--- src/rtl/ripple_sched_pkg.sv ---
// Shared types and constants for the ripple counter scheduler.
package ripple_pkg;

  localparam int unsigned CNT_W_DEF = 3;

  // Client indices, also the encoding of the round-robin pointer.
  localparam logic CLI0 = 1'b0;
  localparam logic CLI1 = 1'b1;

  typedef enum logic [1:0] {
    IDLE,
    LOAD,
    RUN,
    DONE
  } state_t;

endpackage

--- src/rtl/ripple_sched_if.sv ---
// Client-side request/grant bundle for ripple_sched.
interface ripple_sched_if #(
  parameter int unsigned CNT_W = ripple_pkg::CNT_W_DEF
);

  logic [1:0]       req;
  logic [CNT_W-1:0] len0;
  logic [CNT_W-1:0] len1;
  logic             abort;
  logic [1:0]       gnt;
  logic             busy;
  logic [1:0]       done;
  logic [0:CNT_W-1] q;

  modport master (
    output req, len0, len1, abort,
    input  gnt, busy, done, q
  );

  modport slave (
    input  req, len0, len1, abort,
    output gnt, busy, done, q
  );

endinterface

--- src/rtl/ripple_sched_cnt3.sv ---
// Synchronous up-counter with clear and enable; q[0] is the LSB.
module cnt3 import ripple_pkg::*; #(
  parameter int unsigned CNT_W = CNT_W_DEF
) (
  input  logic             clkr,
  input  logic             rst,
  input  logic             clr,
  input  logic             en,
  output logic [0:CNT_W-1] q
);

  logic [CNT_W-1:0] r_cnt;

  // Count register: clear has priority over enable.
  always_ff @(posedge clkr or posedge rst) begin
    if (rst) begin
      r_cnt <= '0;
    end else if (clr) begin
      r_cnt <= '0;
    end else if (en) begin
      r_cnt <= r_cnt + CNT_W'(1);
    end
  end

  // Present the count in ascending bit order so q[0] carries the LSB.
  always_comb begin
    q = '0;
    for (int unsigned i = 0; i < CNT_W; i++) begin
      q[i] = r_cnt[i];
    end
  end

endmodule

--- src/rtl/ripple_sched.sv ---
// Round-robin scheduler owning the shared ripple count datapath.
module ripple_sched import ripple_pkg::*; #(
  parameter int unsigned CNT_W = CNT_W_DEF
) (
  input  logic          clkr,
  input  logic          rst,
  ripple_sched_if.slave bus
);

  state_t           r_state;
  logic [1:0]       r_gnt;
  logic [1:0]       r_done;
  logic             r_busy;
  logic             r_last;
  logic [CNT_W-1:0] r_len;

  logic [0:CNT_W-1] w_q;
  logic [CNT_W-1:0] w_cnt;
  logic [CNT_W-1:0] w_len_m1;
  logic             w_start;
  logic             w_win;
  logic             w_srv;
  logic             w_last_tick;
  logic             w_en;

  assign w_start     = (r_state == IDLE) && (|bus.req);
  // Tie goes to the client not served last; a lone request always wins.
  assign w_win       = (bus.req == 2'b11) ? ~r_last : bus.req[1];
  assign w_srv       = r_gnt[1] ? CLI1 : CLI0;
  assign w_len_m1    = r_len - CNT_W'(1);
  assign w_last_tick = (w_cnt == w_len_m1);
  // Counter clears on entry to LOAD and stops on the final RUN cycle so q
  // holds N-1 afterwards; abort freezes it in place.
  assign w_en        = (r_state == RUN) && !bus.abort && !w_last_tick;

  // Numeric view of the counter for the terminal-count compare.
  always_comb begin
    w_cnt = '0;
    for (int unsigned i = 0; i < CNT_W; i++) begin
      w_cnt[i] = w_q[i];
    end
  end

  cnt3 #(.CNT_W(CNT_W)) u_cnt (
    .clkr (clkr),
    .rst  (rst),
    .clr  (w_start),
    .en   (w_en),
    .q    (w_q)
  );

  // Sequencer FSM with registered grant, busy and done outputs.
  always_ff @(posedge clkr or posedge rst) begin
    if (rst) begin
      r_state <= IDLE;
      r_gnt   <= '0;
      r_done  <= '0;
      r_busy  <= 1'b0;
      r_last  <= CLI1;
      r_len   <= '0;
    end else begin
      r_done <= '0;
      case (r_state)
        IDLE: begin
          if (w_start) begin
            r_state <= LOAD;
            r_busy  <= 1'b1;
            if (w_win == CLI1) begin
              r_gnt <= 2'b10;
              r_len <= bus.len1;
            end else begin
              r_gnt <= 2'b01;
              r_len <= bus.len0;
            end
          end
        end
        LOAD: begin
          if (bus.abort) begin
            r_state <= IDLE;
            r_busy  <= 1'b0;
            r_gnt   <= '0;
            r_last  <= w_srv;
          end else begin
            r_state <= RUN;
          end
        end
        RUN: begin
          if (bus.abort) begin
            r_state <= IDLE;
            r_busy  <= 1'b0;
            r_gnt   <= '0;
            r_last  <= w_srv;
          end else if (w_last_tick) begin
            r_state <= DONE;
            r_done  <= r_gnt;
          end
        end
        DONE: begin
          r_state <= IDLE;
          r_busy  <= 1'b0;
          r_gnt   <= '0;
          r_last  <= w_srv;
        end
        default: begin
          r_state <= IDLE;
          r_busy  <= 1'b0;
          r_gnt   <= '0;
        end
      endcase
    end
  end

  assign bus.gnt  = r_gnt;
  assign bus.done = r_done;
  assign bus.busy = r_busy;
  assign bus.q    = w_q;

endmodule

--- src/flat_wrapper.sv ---
// flat-port wrapper written by rule: the top's interface ports become plain ports
module ripple_sched_flat import ripple_pkg::*;
#(
  parameter int unsigned CNT_W = CNT_W_DEF
)
  (clkr, rst, bus_req, bus_len0, bus_len1, bus_abort, bus_gnt, bus_busy, bus_done, bus_q);
  ripple_sched_if #(.CNT_W(CNT_W)) bus_i ();
  input  logic clkr;
  input  logic rst;
  input wire logic [$bits(bus_i.req)-1:0] bus_req;
  input wire logic [$bits(bus_i.len0)-1:0] bus_len0;
  input wire logic [$bits(bus_i.len1)-1:0] bus_len1;
  input wire logic [$bits(bus_i.abort)-1:0] bus_abort;
  output wire logic [$bits(bus_i.gnt)-1:0] bus_gnt;
  output wire logic [$bits(bus_i.busy)-1:0] bus_busy;
  output wire logic [$bits(bus_i.done)-1:0] bus_done;
  output wire logic [$bits(bus_i.q)-1:0] bus_q;
  assign bus_i.req = bus_req;
  assign bus_i.len0 = bus_len0;
  assign bus_i.len1 = bus_len1;
  assign bus_i.abort = bus_abort;
  assign bus_gnt = bus_i.gnt;
  assign bus_busy = bus_i.busy;
  assign bus_done = bus_i.done;
  assign bus_q = bus_i.q;
  ripple_sched #(.CNT_W(CNT_W)) u_core (.clkr(clkr), .rst(rst), .bus(bus_i));
endmodule
--- config.mk ---
export PLATFORM = sky130hd
export DESIGN_NAME = ripple_sched_flat
export DESIGN_NICKNAME = d
export VERILOG_FILES = /design/src/rtl/ripple_sched_pkg.sv /design/src/rtl/ripple_sched_if.sv /design/src/rtl/ripple_sched_cnt3.sv /design/src/rtl/ripple_sched.sv /design/src/flat_wrapper.sv
export SDC_FILE = /design/constraint.sdc
export NUM_CORES = 1
export LEC_CHECK = 0
export ABC_CLOCK_PERIOD_IN_PS = 2450
export CAP_MARGIN = 0
export CORE_UTILIZATION = 31
export CTS_BUF_LIST = sky130_fd_sc_hd__clkbuf_2
export CTS_CLUSTER_SIZE = 25
export DETAILED_ROUTE_END_ITERATION = 8
export HOLD_SLACK_MARGIN = 0.03
export PLACE_DENSITY_LB_ADDON = 0.2
export SLEW_MARGIN = 20
export SYNTH_ARGS = -nofsm -noshare
export SYNTH_HDL_FRONTEND = slang
export SYNTH_SLANG_ARGS = --single-unit
--- constraint.sdc ---
create_clock -name clkr -period 2.45 [get_ports clkr]
set_clock_uncertainty 0.1 [all_clocks]
set_input_delay 0.3675 -clock clkr [delete_from_list [all_inputs] [get_ports clkr]]
set_output_delay 0.3675 -clock clkr [all_outputs]
set_load 0.01 [all_outputs]
# --- Word-level counts from Yosys, hierarchy flattened ---
# Cells that the tools add are included.
classes:
  eq_ne: 8
  mux: 22
  bitwise: 1
  addsub: 2
  n_reduce_logical: 14
ops:
  columns: ["cell", "n"]
  rows:
  - ["$mux 2", 10]
  - ["$mux 3", 3]
  - ["$pmux 2 s4", 1]
  - ["$reduce_and 2->1", 4]
  - ["$eq 2x2->1 const B", 3]
  - ["$pmux 2 s3", 1]
  - ["$mux 1", 5]
  - ["$reduce_bool 2->1", 2]
  - ["$reduce_or 2->1", 2]
  - ["$add 3x1->3 const B", 1]
  - ["$eq 3x3->1", 1]
  - ["$logic_and 1x1->1", 3]
  - ["$ne 3x2->1 const B", 1]
  - ["$pmux 1 s3", 1]
  - ["$sub 3x1->3 const B", 1]
  - ["$eq 2x1->1 const B", 1]
  - ["$logic_not 1->1", 2]
  - ["$logic_not 2->1", 1]
  - ["$ne 2x1->1 const B", 1]
  - ["$ne 2x2->1 const B", 1]
  - ["$pmux 1 s2", 1]
  - ["$not 1->1", 1]
totals:
  inputBits: 11
  ff_bits: 14
  out_inout_bits: 8

# --- Longest topological paths before layout ---
# Gate-level depths: netlist of run 1.
logic_depth:
  ltp_word: 6
  depth_mapped: 5

# --- Modules after synthesis ---
# From an unflattened synthesis of run 1, not the netlist that was laid out.
hier_totals:
  hier_cells: 70
  hier_area_um2: 764.5
modules_own_cells:
  columns: ["module", "instances", "area_per_inst_um2", "seq_area_each_um2", "cells_each"]
  rows:
  - ["ripple_sched", 1, 624.3, 276.5, 58]
  - ["cnt3", 1, 140.1, 75.1, 12]

# --- Worst setup path before layout of run 1 ---
# OpenSTA, ideal clock, no wires.
synth_timing:
  kind: "register to register"
  startpoint: "register u_core.r_state[0]"
  endpoint: "register u_core.r_state[1]"
  path_buffers: 0
  setup_slack_ps: 813
  arrival_ps: 1455
  stages_incl_launch_ff: 6
  required_ps: 2268
  cell_sequence: "dfrtp_1 > inv_1 > ha_1 > or3b_2 > and4_2 > o22ai_1"
synth_via:
  elab_chain_len: 4
synth_lines:
  columns: ["item", "line_no", "text"]
  rows:
  - ["start, declared", "ripple_sched.sv:10", "state_t r_state;"]
  - ["start signal, assigned", "ripple_sched.sv:55", "r_state <= IDLE;"]
  - ["start signal, assigned", "ripple_sched.sv:66", "r_state <= LOAD;"]
  - ["start signal, assigned", "ripple_sched.sv:79", "r_state <= IDLE;"]
  - ["$logic_not 2->1", "ripple_sched.sv:26, ripple_sched.sv:63", null]
  - ["$logic_and 1x1->1", "ripple_sched.sv:26", "assign w_start = (r_state == IDLE) && (|bus.req);"]
  - ["$ne 2x2->1 (no source line)", null, null]
  - ["$reduce_and 2->1 (no source line)", null, null]
# Several ways; a longest one is shown, not always the timed one.
# A chain may end at the register's enable or synchronous reset.

# --- Final worst setup path of run 1 ---
# Ends and elaborated chain as after synthesis.

==> results.sh, run 1 <==
export IMPL_grt_usage=0.142
export IMPL_yosys_area_share_simple=0.156
export IMPL_drt_iter0_drc=7
export IMPL_slowest_delay_ps=520
export IMPL_cts_tree="yes"
export IMPL_ant_nets=0
export IMPL_seq_area_sq_um=352
export IMPL_rows=18
export IMPL_synth_cell_type_count=30
export IMPL_cp_slowest_cell="or3b_2"
export IMPL_clockBufferDepth=2
export IMPL_critPathLaunchType="flip-flop"
export IMPL_slew_violations=0
export IMPL_layout_commonest_cell="clkdlybuf4s50_1"
export IMPL_cp_end_kind="flip-flop"
export IMPL_slew_headroom=0.637
export IMPL_r2r_start="u_core.r_state[0]"
export IMPL_layout_drive_gt1_share=0.133
export IMPL_synth_top_family_by_area="simple AND/OR/NAND/NOR gates"
export IMPL_syn_instance_count=76
export IMPL_synth_ff_latch_count=14
export IMPL_critPathLaunch="u_core.r_state[0]"
export IMPL_post_route_min_period_ps=1820
export IMPL_grt_pass1_wl_mm=2.82
export IMPL_drc=0
export IMPL_synth_compound_area_share=0.156
export IMPL_cpLargestDelayFamily="simple AND/OR/NAND/NOR gates"
export IMPL_netlist_area_sq_um=835
export IMPL_vdd_ir_drop_max_uv=504
export IMPL_routed_via_density=4.88
export IMPL_yosysSeqAreaShare=0.421
export IMPL_cts_resized=0
export IMPL_placed_cell_area_sq_um=1050
export IMPL_cp_required_ps=2570
export IMPL_cp_max_fo=5
export IMPL_cts_buffers=3
export IMPL_antenna_found_initial=0
export IMPL_final_nets=116
export IMPL_multiInputGateArea_sq_um=457
export IMPL_gp_congestion=0.752
export IMPL_regToRegSetupSlack_ps=630
export IMPL_tightest_slew_ps=543
export IMPL_path_class="reg2reg"
export IMPL_fillers=248
export IMPL_synth_top_area_share=0.390
export IMPL_synth_area_leaders="dfrtp_1 39%, ha_1 9.0%, mux2i_1 7.2%"
export IMPL_dieArea_sq_um=2900
export IMPL_cellPowerDensity_nw_per_um2=1040
export IMPL_route_detailed_wl_per_inst_microns=13.0
export IMPL_pin_count=19
export IMPL_start_util=0.334
export IMPL_final_area_sq_um=1070
export IMPL_grt_max_degree=15
export IMPL_grt_ovfl_total=0
export IMPL_synth_fa_ha_area_frac=0.0900
export IMPL_path_clk_slew_ps=150
export IMPL_vias=625
export IMPL_fp_coreArea_sq_um=2500
export IMPL_cts_setup_buffers=0
export IMPL_max_cap_viol_count=0
export IMPL_clk_latency_ps=290
export IMPL_cts_max_level=1
export IMPL_die_width_microns=53.9
export IMPL_synth_area_leader_cell="dfrtp_1"
export IMPL_hold_buffers=0
export IMPL_hold_viol=0
export IMPL_n_antenna_cell=0
export IMPL_leakagePower_uw=0.000485
export IMPL_drtPass1Iterations=4
export IMPL_final_cell_mix="18 x clkdlybuf4s50_1, 13 x dfrtp_1, 9 x nand2_1"
export IMPL_cp_num_buf_inv=1
export IMPL_ys_warn_count=0
export IMPL_status="complete, no violations"
export IMPL_hp_class="in2async"
export IMPL_die_h_microns=53.9
export IMPL_syn2layout_area_growth_pct=28.3
export IMPL_arrival_ps=1940
export IMPL_worstRegToRegCells=5
export IMPL_fmax_ghz=0.550
export IMPL_synth_nets=93
export IMPL_synth_xor_area_share=0.0600
export IMPL_grt_pass1_vias=616
export IMPL_clock_sinks=14
export IMPL_finalSetupViolations=0
export IMPL_cp_depth=5
export IMPL_totalWireLength_mm=1.66
export IMPL_dp_hpwl_mm=1.28
export IMPL_crit_path_cell_trace="inv_1 > ha_1 > or3b_2 > and4_2 > o22ai_1"
export IMPL_finalSetupTns_ps=0
export IMPL_synth_avg_cell_area_sq_um=11.0
export IMPL_io_buffer_count=18
export IMPL_rsz0062_at_grt="no"
export IMPL_synthMuxAreaShare=0.0855
export IMPL_clockRootBuffer="clkbuf_2"
export IMPL_min_period_over_period=0.741
layer usage:
layer / track usage / part of all wire
met3: 0.0508 / 0.062
met2: 0.237 / 0.46
met1: 0.164 / 0.46
met5: 0 / 0
met4: 0.0526 / 0.011
per-stage QoR:
| step | cells | setup slack (ps) | util | total power (uW) | hold slack (ps) |
|---|---|---|---|---|---|
| after floorplan | 76 | 813 | - | 817 | 156 |
| after global placement | 124 | 628 | 0.421 | 997 | 364 |
| after detailed placement | 124 | 591 | 0.421 | 1000 | 376 |
| after CTS | 128 | 646 | 0.428 | 1120 | 308 |
| after global routing | 128 | 515 | 0.428 | 1220 | 330 |
| final | 128 | 633 | 0.428 | 1110 | 296 |
sequential cells by signal, summed over array words and instances (netlist names):
name and flops:
u_core.u_cnt.r_cnt 3, u_core.bus.busy 1, u_core.r_state 2, u_core.bus.done 2, u_core.bus.gnt 2, u_core.r_len 3
u_core.r_last 1
power by group:
group	internal (uW)	total (uW)	switching [uW]
Combinational	286	610	324
Sequential	316	386	69.8
Clock	35.4	112	76.8
synth_stat cells, drive strengths merged:
cell type,count
nor2b,1
o21a,1
dfstp,1
nand2b,3
xor2,3
mux2i,6
xnor3,1
and2,2
or3b,1
a211o,1
nor2,1
o22ai,2
and4,3
buf,1
o21ai,5
mux2,1
dfrtp,13
a21boi,1
ha,6
nand2,9
nand4b,1
a22o,1
inv,5
o2bb2ai,1
a21o,2
a21oi,1
nand3b,1
a31oi,2
final cells by class:
type,instances,area share
multi-input cells,56,0.426
flip-flops and latches,14,0.328
repair buffers,19,0.175
well taps,30,0.0350
inverters,5,0.0175
clock buffers,3,0.0140
clock inverters,1,0.00350
worst reg2reg max path, cell delays in order, from the launching register on:
cell	delay [ps]
dfrtp_1	450
inv_1	120
ha_1	240
or3b_2	520
and4_2	200
o22ai_1	120
worst paths after layout:
path,end
setup / recovery,u_core.r_state[1]
min in group clkr,u_core.bus.busy
hold reg to reg,u_core.bus.busy
setup reg to reg,u_core.r_state[1]
max in group asynchronous,u_core.r_len[0]
hold / removal,u_core.bus.gnt[0]
cell families (layout without fill, tap and decap cells):
logic type               Yosys count  in the layout
AND/OR/NAND/NOR                   22             22
multiplexers                       7              7
adder cells (fa/ha/maj)            6              6
XOR/XNOR                           4              4
buffers and inverters              6             28
flip-flops                        14             14
AO/OA/AOI/OAI                     17             17
Power figures use the tool's default switching activity.
==> run 2, diff against run 1 <==
Settings changed: ABC_CLOCK_PERIOD_IN_PS 2450 to 1600.
Clock period 2.45 ns to 1.6 ns, I/O delays scaled along.
==> run 2 against run 1 <==
Compared with the run above:
- count of clock-buffer cells in the layout up 1
- worst setup slack got worse by 570 ps
- global-route usage fell by 0.50 points
- flip-flop and latch count did not move
- critical path depth down 4
- routed wire length grew 1.7%
- register-to-register slack worse by 570 ps
- via count grew 4.6%
- sequential share of layout area down 3.5 points
- first-iteration DRC count is the same
- final cell count increased by 9.4%
- critical path type is now reg2out
==> results.sh, run 2 (synthesis gave the netlist of run 1 again) <==
export IMPL_status="complete, no violations"
export IMPL_r2r_end="u_core.u_cnt.r_cnt[1]"
export IMPL_io_buffer_count=18
export IMPL_cp_slowest_cell="clkdlybuf4s50_1"
export IMPL_clockBufferDepth=2
export IMPL_layout_commonest_cell="clkdlybuf4s50_1"
export IMPL_path_clk_slew_ps=140
export IMPL_whs_ps=141
export IMPL_post_route_min_period_ps=1540
export IMPL_grt_usage=0.137
export IMPL_drc=0
export IMPL_cp_num_buf_inv=1
export IMPL_setup_slack_ps=61.4
export IMPL_antenna_found_initial=0
export IMPL_max_cap_viol_count=0
export IMPL_layout_drive_gt1_share=0.309
export IMPL_final_cell_mix="15 x clkdlybuf4s50_1, 13 x buf_4, 13 x dfrtp_1"
export IMPL_pin_count=19
export IMPL_grt_pass1_wl_mm=2.71
export IMPL_hold_viol=0
export IMPL_rows=18
export IMPL_regToRegSetupSlack_ps=60
export IMPL_clock_sinks=14
export IMPL_fp_coreArea_sq_um=2500
export IMPL_cp_depth=1
export IMPL_ant_nets=0
export IMPL_clockRootBuffer="clkbuf_2"
export IMPL_n_antenna_cell=0
export IMPL_grt_pass1_vias=610
export IMPL_cpLargestDelayFamily="buffers and inverters"
export IMPL_fillers=248
export IMPL_vias=654
export IMPL_slew_violations=0
export IMPL_fmax_ghz=0.650
export IMPL_final_nets=128
export IMPL_finalSetupViolations=0
export IMPL_leakagePower_uw=0.000579
export IMPL_cellPowerDensity_nw_per_um2=1630
export IMPL_cp_end_kind="output pin"
export IMPL_r2r_start="u_core.r_len[0]"
export IMPL_die_h_microns=53.9
export IMPL_routed_via_density=4.67
export IMPL_path_class="reg2out"
export IMPL_crit_path_cell_trace="clkdlybuf4s50_1"
export IMPL_drt_iter0_drc=7
export IMPL_arrival_ps=1200
export IMPL_cts_tree="yes"
export IMPL_dieArea_sq_um=2900
export IMPL_cp_max_fo=2
export IMPL_syn2layout_area_growth_pct=43.6
export IMPL_cts_buffers=3
export IMPL_tightest_slew_ps=305
export IMPL_vdd_ir_drop_max_uv=875
export IMPL_cts_max_level=1
export IMPL_start_util=0.334
export IMPL_setup_worst_path_end="bus_q[1]"
export IMPL_slew_headroom=0.795
export IMPL_top_regs="u_core.r_len (3), u_core.u_cnt.r_cnt (3)"
export IMPL_cp_required_ps=1260
export IMPL_critPathLaunchType="flip-flop"
export IMPL_totalWireLength_mm=1.69
export IMPL_hp_class="in2async"
export IMPL_slowest_delay_ps=540
export IMPL_grt_ovfl_total=0
export IMPL_drtPass1Iterations=4
export IMPL_route_detailed_wl_per_inst_microns=12.1
export IMPL_clk_latency_ps=280
export IMPL_min_period_over_period=0.962
export IMPL_dp_hpwl_mm=1.32
export IMPL_gp_congestion=0.713
export IMPL_rsz0062_at_grt="yes"
export IMPL_grt_max_degree=15
export IMPL_worstRegToRegCells=5
export IMPL_die_width_microns=53.9
export IMPL_pre_cts_ws_ps=-55.6
export IMPL_critPathLaunch="u_core.u_cnt.r_cnt[1]"
==> run 2: cell count changes in the layout (fill, tap and decap cells not counted), moves of 2 or more <==
cell	delta
xor2_2	+2
xor2_1	-2
dlymetal6s2s_1	+2
clkdlybuf4s50_1	-3
inv_2	+4
ha_1	-2
inv_1	-4
buf_4	+12
==> run 2: worst min-delay path by stage <==
stage / startpoint / endpoint / slack [ps] / cells past startpoint
floorplan: rst / u_core.bus.busy / 30 / 1
global placement: u_core.bus.busy / u_core.bus.busy / 360 / 1
detailed placement: u_core.r_len[1] / u_core.r_len[1] / 370 / 2
CTS: rst / u_core.bus.busy / 120 / 3
global route: rst / u_core.u_cnt.r_cnt[1] / 130 / 3
finish: rst / u_core.r_len[1] / 140 / 3
==> run 2: stage by stage <==
stage	instance area [sq um]	TNS [ps]	utilization	power (uW)	instances
after global routing	1200	-105	0.479	2150	140
after global placement	1120	-37.5	0.450	1680	133
after CTS	1170	0	0.466	1890	139
after detailed placement	1120	-175	0.450	1680	133
after floorplan	840	0	-	1260	76
final	1200	0	0.479	1960	140
==> run 2: worst min-delay path: stages <==
cell and delay (ps):
clkdlybuf4s50_1 400, inv_1 50, buf_4 220
==> run 2: cell type report <==
cell class | count | area [sq um] | area share
flip-flops and latches | 14 | 352 | 0.293
well taps | 30 | 37.5 | 0.0313
inverters | 5 | 18.8 | 0.0157
repair buffers | 31 | 282 | 0.235
multi-input cells | 56 | 489 | 0.408
clock buffers | 4 | 20.0 | 0.0167
==> run 2: where the power goes <==
part / internal (uW) / switching (uW) / leakage (uW)
Combinational: 633 / 580 / 0.000382
Clock: 66.3 / 117 / 0.0000166
Sequential: 484 / 76.4 / 0.000181
==> run 2: per-layer routing <==
layer  part of all wire  global-route usage  up-vias  wire length [microns]
li1                   -                   -      335                      -
met1               0.45               0.162      298                    753
met2               0.49               0.222       19                    825
met3              0.058              0.0508        2                     98
met4             0.0065              0.0526        0                     11
met5                  0                   0        -                      0
==> run 2: timing repair <==
item                       CTS  global route
setup endpoints to repair    6             9
setup buffers                3             1
resized for setup            2             9
hold buffers                 0             0
pin swaps                    2             2
==> run 3, diff against run 2 <==
Settings changed: CORE_MARGIN set to 2, SKIP_LAST_GASP set to 1.
==> run 3 against run 2 <==
Compared with the run above:
- non-clock buffer count rose by 2
- global-route usage fell by 2.3 points
- largest cell class unchanged
- core utilization rose by 1.0 points
- largest power group unchanged
- combinational power rose by 8%
- die area rose by 7.6%
- clock power barely moved
- flip-flop and latch count did not move
- first-iteration DRC count rose by 43%
==> results.sh, run 3 (synthesis gave the netlist of run 1 again) <==
export IMPL_start_util=0.331
export IMPL_routed_via_density=4.78
export IMPL_cp_required_ps=1260
export IMPL_die_width_microns=55.9
export IMPL_grt_pass1_wl_mm=2.77
export IMPL_hold_viol=0
export IMPL_regToRegSetupSlack_ps=70
export IMPL_n_antenna_cell=0
export IMPL_vdd_ir_drop_max_uv=1020
export IMPL_clockRootBuffer="clkbuf_2"
export IMPL_max_cap_viol_count=0
export IMPL_r2r_end="u_core.r_state[1]"
export IMPL_dp_cells=133
export IMPL_dp_hpwl_mm=1.33
export IMPL_finalSetupTns_ps=0
export IMPL_path_clk_slew_ps=150
export IMPL_ant_nets=0
export IMPL_status="complete, no violations"
export IMPL_final_util=0.490
export IMPL_hp_class="in2async"
export IMPL_path_class="reg2out"
export IMPL_clk_latency_ps=280
export IMPL_layout_drive_gt1_share=0.313
export IMPL_cp_max_fo=3
export IMPL_slew_violations=0
export IMPL_drt_iter0_drc=10
export IMPL_dieArea_sq_um=3120
export IMPL_final_nets=130
export IMPL_r2r_start="u_core.r_state[1]"
export IMPL_totalWireLength_mm=1.78
export IMPL_cellPowerDensity_nw_per_um2=1660
export IMPL_gp_congestion=0.819
export IMPL_clock_sinks=14
export IMPL_antenna_found_initial=0
export IMPL_slowest_delay_ps=540
export IMPL_grt_usage=0.113
export IMPL_grt_ovfl_total=0
export IMPL_tightest_slew_ps=284
export IMPL_grt_pass1_vias=607
export IMPL_finalSetupViolations=0
export IMPL_worstRegToRegCells=5
export IMPL_die_h_microns=55.9
export IMPL_syn2layout_area_growth_pct=48.0
export IMPL_pre_cts_ws_ps=-32.9
export IMPL_cts_tree="yes"
export IMPL_critPathLaunchType="flip-flop"
export IMPL_fin_cells=142
export IMPL_cp_slowest_cell="clkdlybuf4s50_1"
export IMPL_cts_buffers=3
export IMPL_setup_slack_ps=54.2
export IMPL_drtPass1Iterations=4
export IMPL_cpLargestDelayFamily="buffers and inverters"
export IMPL_cp_end_kind="output pin"
export IMPL_slew_headroom=0.810
export IMPL_crit_path_cell_trace="clkdlybuf4s50_1"
export IMPL_post_route_min_period_ps=1550
export IMPL_final_cell_mix="15 x clkdlybuf4s50_1, 15 x buf_4, 13 x dfrtp_1"
export IMPL_cts_max_level=1
export IMPL_route_detailed_wl_per_inst_microns=12.6
export IMPL_io_buffer_count=18
export IMPL_drc=0
export IMPL_rows=18
export IMPL_fp_coreArea_sq_um=2520
export IMPL_min_period_over_period=0.966
export IMPL_fmax_ghz=0.647
export IMPL_critPathLaunch="u_core.bus.gnt[0]"
export IMPL_pin_count=19
export IMPL_clockBufferDepth=2
export IMPL_grt_max_degree=15
export IMPL_leakagePower_uw=0.000602
export IMPL_cp_num_buf_inv=1
export IMPL_top_regs="u_core.r_len (3), u_core.u_cnt.r_cnt (3)"
export IMPL_vias=679
export IMPL_arrival_ps=1210
==> run 3: repair_timing <==
item                                    CTS  global route
buffers inserted                          3             3
endpoints found under the setup margin    7            10
hold buffers                              0             0
resized for setup                         3             8
pin swaps                                 2             1
==> run 3: final cells by class <==
type / instances / area [sq um]
Fill cell: 242 / 1290
Multi-Input combinational cell: 56 / 510
Sequential cell: 14 / 352
Timing Repair Buffer: 33 / 297
Tap cell: 30 / 37.5
Clock buffer: 4 / 20.0
Inverter: 5 / 18.8
==> run 3: through the flow <==
| stage | power [uW] | instance area (sq um) | hold slack [ps] |
|---|---|---|---|
| after floorplan | 1260 | 840 | 28.5 |
| after global placement | 1680 | 1120 | 368 |
| after detailed placement | 1680 | 1120 | 382 |
| after CTS | 1890 | 1170 | 114 |
| after global routing | 2230 | 1230 | 96.8 |
| final | 2050 | 1230 | 129 |
==> run 3: worst max path at each step <==
stage,end,slack [ps],cells past startpoint
floorplan,u_core.r_state[1],30,5
global placement,u_core.r_state[1],5,4
detailed placement,u_core.r_state[1],-30,4
CTS,bus_gnt[0],1,1
global route,bus_gnt[0],-8,1
finish,bus_gnt[0],50,1
==> run 3: routing by layer <==
metal	wire length, microns	vias to the layer above	track usage
met4	0	0	0
met3	112	0	0.0488
met1	776	321	0.140
met2	895	19	0.197
met5	0	-	0
li1	-	339	-
==> run 3: worst reg2reg max path: cells and delay by family (launching register included) <==
kind / cells / cell delay, ps
AOI/OAI and AO/OA: 1 / 120
adders and majority gates: 1 / 150
buffers and inverters: 1 / 120
DFF: 1 / 400
and+or+nand+nor: 2 / 590
==> run 3: power by group <==
part,internal (uW),switching (uW),total (uW)
registers,484,79.7,564
clock network,66.3,117,183
logic,687,619,1310
total,1240,815,2050
